`config.mk`:
```
export PLATFORM = sky130hd
export DESIGN_NAME = reg_dump_uart
export DESIGN_NICKNAME = d
export VERILOG_FILES = /design/src/rtl/reg_dump_pkg.sv /design/src/rtl/uart_tx_byte.sv /design/src/rtl/reg_dump_uart.sv
export SDC_FILE = /design/constraint.sdc
export NUM_CORES = 1
export LEC_CHECK = 0
export ABC_AREA = 1
export CORE_AREA = 2 2 100 102
export CTS_CLUSTER_DIAMETER = 50
export DETAILED_ROUTE_END_ITERATION = 6
export DIE_AREA = 0 0 102 104
export GPL_TIMING_DRIVEN = 0
export PLACE_DENSITY = 0.88
export RECOVER_POWER = 50
export REMOVE_ABC_BUFFERS = 1
export SYNTH_ARGS = -nofsm -noshare
export SYNTH_HDL_FRONTEND = slang
export SYNTH_HIERARCHICAL = 1
export SYNTH_SLANG_ARGS = --single-unit
```
`constraint.sdc`:
```
create_clock -name clk -period 4.9 [get_ports clk]
set_input_delay 0.98 -clock clk [delete_from_list [all_inputs] [get_ports clk]]
set_output_delay 0.98 -clock clk [all_outputs]
set_load 0.1 [all_outputs]
```
`src/rtl/reg_dump_pkg.sv`:
```
// Shared types and helpers for the debug register dump UART.
// Holds the FSM state set, the default frame header and frame sizing.
package reg_dump_pkg;

  typedef enum logic [1:0] {
    IDLE = 2'd0,
    LOAD = 2'd1,
    SEND = 2'd2,
    DONE = 2'd3
  } state_t;

  localparam logic [7:0] HEADER_DEFAULT = 8'hA5;

  // Header byte + 4 PC bytes + 4 bytes per dumped register.
  function automatic int frame_bytes(input int n);
    return 5 + 4 * n;
  endfunction

  // Big-endian byte pick: lane 0 is bits [31:24].
  function automatic logic [7:0] word_byte(input logic [31:0] w, input logic [1:0] lane);
    logic [7:0] b;
    case (lane)
      2'd0:    b = w[31:24];
      2'd1:    b = w[23:16];
      2'd2:    b = w[15:8];
      default: b = w[7:0];
    endcase
    return b;
  endfunction

endpackage

```
`src/rtl/uart_tx_byte.sv`:
```
// 8N1 UART transmitter: tx falls on the edge that accepts a byte, 10*CLKS_PER_BIT cycles per byte.
// ready is high when idle and in the final cycle of the stop bit, so bytes can run back-to-back.
module uart_tx_byte #(
  parameter int CLKS_PER_BIT = 868
) (
  input  logic       clk,
  input  logic       reset,
  input  logic [7:0] data,
  input  logic       valid,
  output logic       ready,
  output logic       tx
);

  localparam int              TW       = (CLKS_PER_BIT > 1) ? $clog2(CLKS_PER_BIT) : 1;
  localparam logic [TW-1:0]   TMR_LAST = TW'(CLKS_PER_BIT - 1);
  localparam logic [3:0]      BIT_STOP = 4'd9;

  logic          r_active;
  logic [TW-1:0] r_tmr;
  logic [3:0]    r_bit;
  logic [7:0]    r_shift;
  logic          r_tx;

  logic w_bit_end;
  logic w_accept;

  assign w_bit_end = (r_tmr == TMR_LAST);
  assign ready     = !r_active || (w_bit_end && (r_bit == BIT_STOP));
  assign w_accept  = valid && ready;
  assign tx        = r_tx;

  // r_bit: 0 = start bit, 1..8 = data bits d[0]..d[7], 9 = stop bit.
  always_ff @(posedge clk) begin
    if (reset) begin
      r_active <= 1'b0;
      r_tmr    <= '0;
      r_bit    <= '0;
      r_shift  <= '0;
      r_tx     <= 1'b1;
    end else if (w_accept) begin
      r_active <= 1'b1;
      r_tmr    <= '0;
      r_bit    <= '0;
      r_shift  <= data;
      r_tx     <= 1'b0;
    end else if (r_active) begin
      if (w_bit_end) begin
        r_tmr <= '0;
        if (r_bit == BIT_STOP) begin
          r_active <= 1'b0;
        end else begin
          r_bit <= r_bit + 4'd1;
          r_tx  <= (r_bit == 4'd8) ? 1'b1 : r_shift[r_bit[2:0]];
        end
      end else begin
        r_tmr <= r_tmr + TW'(1);
      end
    end
  end

endmodule

```
`src/rtl/reg_dump_uart.sv`:
```
// Dumps fetch_pc and debug registers 0..NUM_REGS-1 as one UART frame; tx falls 2 cycles after start.
// No backpressure: start is taken only in IDLE, other starts are dropped.
module reg_dump_uart
  import reg_dump_pkg::*;
#(
  parameter int          CLKS_PER_BIT = 868,
  parameter int          NUM_REGS     = 32,
  parameter logic [7:0]  HEADER       = HEADER_DEFAULT
) (
  input  logic        clk,
  input  logic        reset,
  input  logic        start,
  input  logic [31:0] fetch_pc,
  input  logic [31:0] debug_reg_out,
  output logic [4:0]  debug_reg_select,
  output logic        tx,
  output logic        busy,
  output logic        done
);

  localparam logic [7:0] FRAME_LEN = 8'(frame_bytes(NUM_REGS));
  localparam logic [4:0] SEL_LAST  = 5'(NUM_REGS - 1);
  localparam logic [7:0] FIRST_REG = 8'd5;

  state_t      r_state;
  logic [31:0] r_pc;
  logic [31:0] r_word;
  logic [7:0]  r_byte_cnt;
  logic [4:0]  r_sel;
  logic        r_busy;
  logic        r_done;

  logic [1:0]  w_lane;
  logic        w_in_regs;
  logic        w_word_start;
  logic        w_byte_vld;
  logic [7:0]  w_byte_dat;
  logic        w_tx_rdy;

  // r_byte_cnt is the index of the next byte to hand over; PC and register
  // bytes both sit at (index - 1) mod 4 within their word.
  assign w_lane       = r_byte_cnt[1:0] - 2'd1;
  assign w_in_regs    = (r_byte_cnt >= FIRST_REG);
  assign w_word_start = w_in_regs && (w_lane == 2'd0);

  // From the second register on, byte 0 is taken straight from the core port
  // on the same edge that refreshes r_word, so words follow with no gap.
  always_comb begin
    w_byte_vld = 1'b0;
    w_byte_dat = HEADER;
    case (r_state)
      LOAD: begin
        w_byte_vld = 1'b1;
        w_byte_dat = HEADER;
      end
      SEND: begin
        w_byte_vld = (r_byte_cnt != FRAME_LEN);
        if (!w_in_regs) begin
          w_byte_dat = word_byte(r_pc, w_lane);
        end else if (w_word_start && (r_byte_cnt != FIRST_REG)) begin
          w_byte_dat = debug_reg_out[31:24];
        end else begin
          w_byte_dat = word_byte(r_word, w_lane);
        end
      end
      default: begin
        w_byte_vld = 1'b0;
      end
    endcase
  end

  always_ff @(posedge clk) begin
    if (reset) begin
      r_state    <= IDLE;
      r_pc       <= '0;
      r_word     <= '0;
      r_byte_cnt <= '0;
      r_sel      <= '0;
      r_busy     <= 1'b0;
      r_done     <= 1'b0;
    end else begin
      r_done <= 1'b0;
      case (r_state)
        IDLE: begin
          if (start) begin
            r_pc       <= fetch_pc;
            r_sel      <= '0;
            r_busy     <= 1'b1;
            r_byte_cnt <= '0;
            r_state    <= LOAD;
          end
        end
        LOAD: begin
          // Transmitter is idle here, so the header is accepted this cycle.
          r_word     <= debug_reg_out;
          r_byte_cnt <= 8'd1;
          r_state    <= SEND;
        end
        SEND: begin
          if (w_tx_rdy) begin
            if (r_byte_cnt == FRAME_LEN) begin
              r_byte_cnt <= '0;
              r_busy     <= 1'b0;
              r_done     <= 1'b1;
              r_state    <= DONE;
            end else begin
              r_byte_cnt <= r_byte_cnt + 8'd1;
              if (w_word_start) begin
                if (r_byte_cnt != FIRST_REG) begin
                  r_word <= debug_reg_out;
                end
                if (r_sel != SEL_LAST) begin
                  r_sel <= r_sel + 5'd1;
                end
              end
            end
          end
        end
        DONE: begin
          r_sel   <= '0;
          r_state <= IDLE;
        end
        default: begin
          r_state <= IDLE;
        end
      endcase
    end
  end

  uart_tx_byte #(
    .CLKS_PER_BIT(CLKS_PER_BIT)
  ) u_tx (
    .clk   (clk),
    .reset (reset),
    .data  (w_byte_dat),
    .valid (w_byte_vld),
    .ready (w_tx_rdy),
    .tx    (tx)
  );

  assign debug_reg_select = r_sel;
  assign busy             = r_busy;
  assign done             = r_done;

endmodule

```
==> flow_metrics.env <==
export IMPL_status="completed"
export IMPL_fin_crit_ns=3.13
export IMPL_synth_compound_area_frac=0.111
export IMPL_cts_setup_buffers=0
export IMPL_dieArea_mm2=0.0106
export IMPL_synthCells=852
export IMPL_cts_resized=0
export IMPL_clk_latency_ns=0.38
export IMPL_avgSynthCellArea_um2=6.60
export IMPL_cp_endpoint="u_tx/r_tmr[0]$_SDFFE_PP0P_"
export IMPL_p_leak_uw=0.00279
export IMPL_core_area_mm2=0.00955
export IMPL_drt_first_pass_iters=6
export IMPL_io_buffers=74
export IMPL_row_count=36
export IMPL_cp_start_kind="flip-flop"
export IMPL_io_pins=75
export IMPL_clock_sinks=105
export IMPL_fp_dieH_um=104
export IMPL_fin_skew_ns=0.0234
export IMPL_grt_pass1_wl_um=21100
export IMPL_place_detailed_hpwl_um=8690
export IMPL_clock_root_buffer="clkbuf_8"
export IMPL_r2r_start="r_state[0]$_SDFFE_PP0P_"
export IMPL_holdPathStages=2
export IMPL_end_kind="flip-flop"
export IMPL_crit_start="r_state[0]$_SDFFE_PP0P_"
export IMPL_hold_buffers=0
export IMPL_worst_slew_pin_slew_ns=0.997
export IMPL_grt_max_degree=65
export IMPL_seq_area_mm2=0.00210
export IMPL_fmax_ghz=0.319
export IMPL_finalHoldViolCount=0
export IMPL_ir_drop_uv=233
export IMPL_clock_path_buffers=2
export IMPL_die_x_um=102
export IMPL_finalMaxSlewViolations=0
export IMPL_synth_top_family_by_area="simple AND/OR/NAND/NOR gates"
export IMPL_crit_fanout=16
export IMPL_setup_tns_ns=0
export IMPL_overflow=0
export IMPL_arrival_ns=3.39
export IMPL_drc=0
export IMPL_synth_xor_area_frac=0.0140
export IMPL_rsz0062_at_grt="false"
export IMPL_cts_max_level=3
export IMPL_synth_cell_type_count=31
export IMPL_ant_nets=0
export IMPL_antennaDiodeCount=0
export IMPL_initialDrtViolationCount=271
export IMPL_r2r_end="u_tx/r_tmr[0]$_SDFFE_PP0P_"
export IMPL_drt_wl_total_um=12500
export IMPL_min_path_type="reg -> reg"
export IMPL_multi_input_area_mm2=0.00289
export IMPL_syn_area_mm2=0.00562
export IMPL_areaGrowthSynthToFinish_pct=16.0
export IMPL_antenna_found_initial=0
export IMPL_cap_violations=0
export IMPL_final_nets=983
export IMPL_drive_gt1_frac=0.0454
export IMPL_relSlewSlack=0.333
export IMPL_synth_seq_cells=105
export IMPL_ys_seq_area_frac=0.374
export IMPL_worstRegToRegCells=7
export IMPL_powerDensity_mw_per_mm2=463
export IMPL_grt_total_usage=0.242
export IMPL_numCtsBuffers=9
export IMPL_vias=5415
export IMPL_clk_pin_slew_ns=0.10
export IMPL_finalCritPeriodShare=0.640
export IMPL_synthSimpleGateAreaFrac=0.355
export IMPL_grt_pass1_vias=4846
export IMPL_vias_per_cell=5.22
export IMPL_required_ns=5.16
export IMPL_wl_per_cell_um=12.1
export IMPL_synthAdderAreaFrac=0.0378
export IMPL_fillers=878
export IMPL_setup_viol=0
export IMPL_muxShareOfSynthArea=0
export IMPL_start_util=0.589
export IMPL_place_congestion=0.854
export IMPL_power_uw=3020
export IMPL_yosysWarnings=6
export IMPL_r2r_setup_slack_ns=1.77
export IMPL_path_class="reg -> reg"
export IMPL_cts_tree="done"
[Yosys cell counts]
cell type / instances / area share
nand3b_1: 2 / 0.0027
nor3b_1: 2 / 0.0027
o22ai_1: 8 / 0.0089
buf_1: 3 / 0.0020
nand3_4: 1 / 0.0031
xor2_1: 7 / 0.011
inv_2: 5 / 0.0033
nor2_1: 181 / 0.12
nand2_2: 7 / 0.0078
nor3_1: 11 / 0.0098
a31oi_1: 5 / 0.0056
ha_1: 17 / 0.038
nor2_2: 6 / 0.0067
o211ai_1: 8 / 0.011
nor4_1: 1 / 0.0011
a211oi_1: 1 / 0.0013
buf_4: 1 / 0.0013
nand4_1: 16 / 0.018
clkinv_1: 2 / 0.0013
nand2_1: 165 / 0.11
nand3_2: 4 / 0.0071
nor2_4: 5 / 0.010
xnor2_1: 2 / 0.0031
buf_6: 9 / 0.018
inv_1: 95 / 0.063
a21oi_1: 46 / 0.041
buf_2: 5 / 0.0045
dfxtp_1: 105 / 0.37
o21ai_0: 49 / 0.044
clkbuf_1: 21 / 0.014
nand3_1: 62 / 0.055
[kinds of logic (layout without fill, tap and decap cells)]
kind of cell,Yosys count,count (layout)
xor gates and xnor gates,9,9
AOI/OAI and AO/OA,117,117
buffers and inverters,141,193
adders and majority gates,17,17
and+or+nand+nor,463,463
DFF,105,105
[per-stage QoR]
step | cells | worst slack (ns) | cell area, µm² | hold WS [ns] | util
4_1_cts | 1037 | 1.96 | 6540 | 0.463 | 0.685
3_3_place_gp | 1020 | 1.26 | 6300 | 0.445 | 0.660
6_report | 1037 | 1.77 | 6520 | 0.456 | 0.683
5_1_grt | 1037 | 1.52 | 6520 | 0.506 | 0.683
2_1_floorplan | 813 | 2.70 | 5400 | 0.450 | -
3_5_place_dp | 1021 | 1.68 | 6320 | 0.449 | 0.662
[state kept, by name (all words and copies together) (netlist names)]
name,count
debug_reg_select,5
u_tx/r_active,1
r_state,2
u_tx/r_shift,8
done,1
u_tx/r_bit,4
busy,1
u_tx/tx,1
u_tx/r_tmr,10
r_pc,32
r_word,32
r_byte_cnt,8
[critical path: stages, from the launching register on]
cell     delay, ns
dfxtp_1       0.36
inv_1         0.11
ha_1          0.51
nand2_1       0.22
a21oi_1       0.77
nand3_1       0.58
nand2_2       0.38
nor2_1        0.08
[worst min path at each step]
| stage | from | to | slack [ns] |
|---|---|---|---|
| finish | busy$_SDFFE_PP0P_ | busy$_SDFFE_PP0P_ | 0.46 |
| global route | busy$_SDFFE_PP0P_ | busy$_SDFFE_PP0P_ | 0.51 |
| CTS | busy$_SDFFE_PP0P_ | busy$_SDFFE_PP0P_ | 0.46 |
| detailed placement | busy$_SDFFE_PP0P_ | busy$_SDFFE_PP0P_ | 0.45 |
| global placement | busy$_SDFFE_PP0P_ | busy$_SDFFE_PP0P_ | 0.45 |
| floorplan | r_pc[1]$_SDFFE_PP0P_ | r_pc[1]$_SDFFE_PP0P_ | 0.45 |
[power by group]
group / switching (µW) / total (µW) / internal (µW)
sequential: 115 / 1210 / 1090
clock: 343 / 551 / 208
combinational: 831 / 1260 / 426
total: 1290 / 3020 / 1730
[area by class of cell]
cell class,count,share of cell area
clock inverter,7,0.0140
sequential,105,0.322
clock buffer,9,0.0190
multi-input combinational,606,0.444
inverter,102,0.0587
tap,133,0.0255
timing repair buffer,75,0.117
[placed cells by master (no fill, tap or decap)]
cell type / count
a31oi_1: 5
inv_6: 1
xnor2_1: 2
buf_12: 1
xor2_1: 7
nor2_1: 183
clkinv_4: 2
inv_1: 94
ha_1: 17
dlygate4sd3_1: 9
nor2_2: 4
dfxtp_1: 105
clkinv_1: 2
clkinv_8: 3
nor3_1: 11
a211oi_1: 1
nand4_1: 16
nand2_1: 166
nor4_1: 1
nand2_2: 6
nor3b_1: 2
nor2_4: 5
inv_2: 6
nand3_4: 1
nand3b_1: 2
nand3_2: 2
inv_12: 1
o22ai_1: 8
o21ai_0: 49
a21oi_1: 46
o211ai_1: 8
clkbuf_8: 9
nand3_1: 64
clkdlybuf4s50_1: 65
[per-layer routing]
layer | share of wire | GRT usage | vias to the layer above
met4 | 0.017 | 0.0705 | 0
met2 | 0.48 | 0.406 | 147
li1 | - | - | 2793
met5 | 0 | 0 | -
met1 | 0.45 | 0.321 | 2451
met3 | 0.052 | 0.0376 | 24
Note: power is estimated with default switching activity, not from simulation.
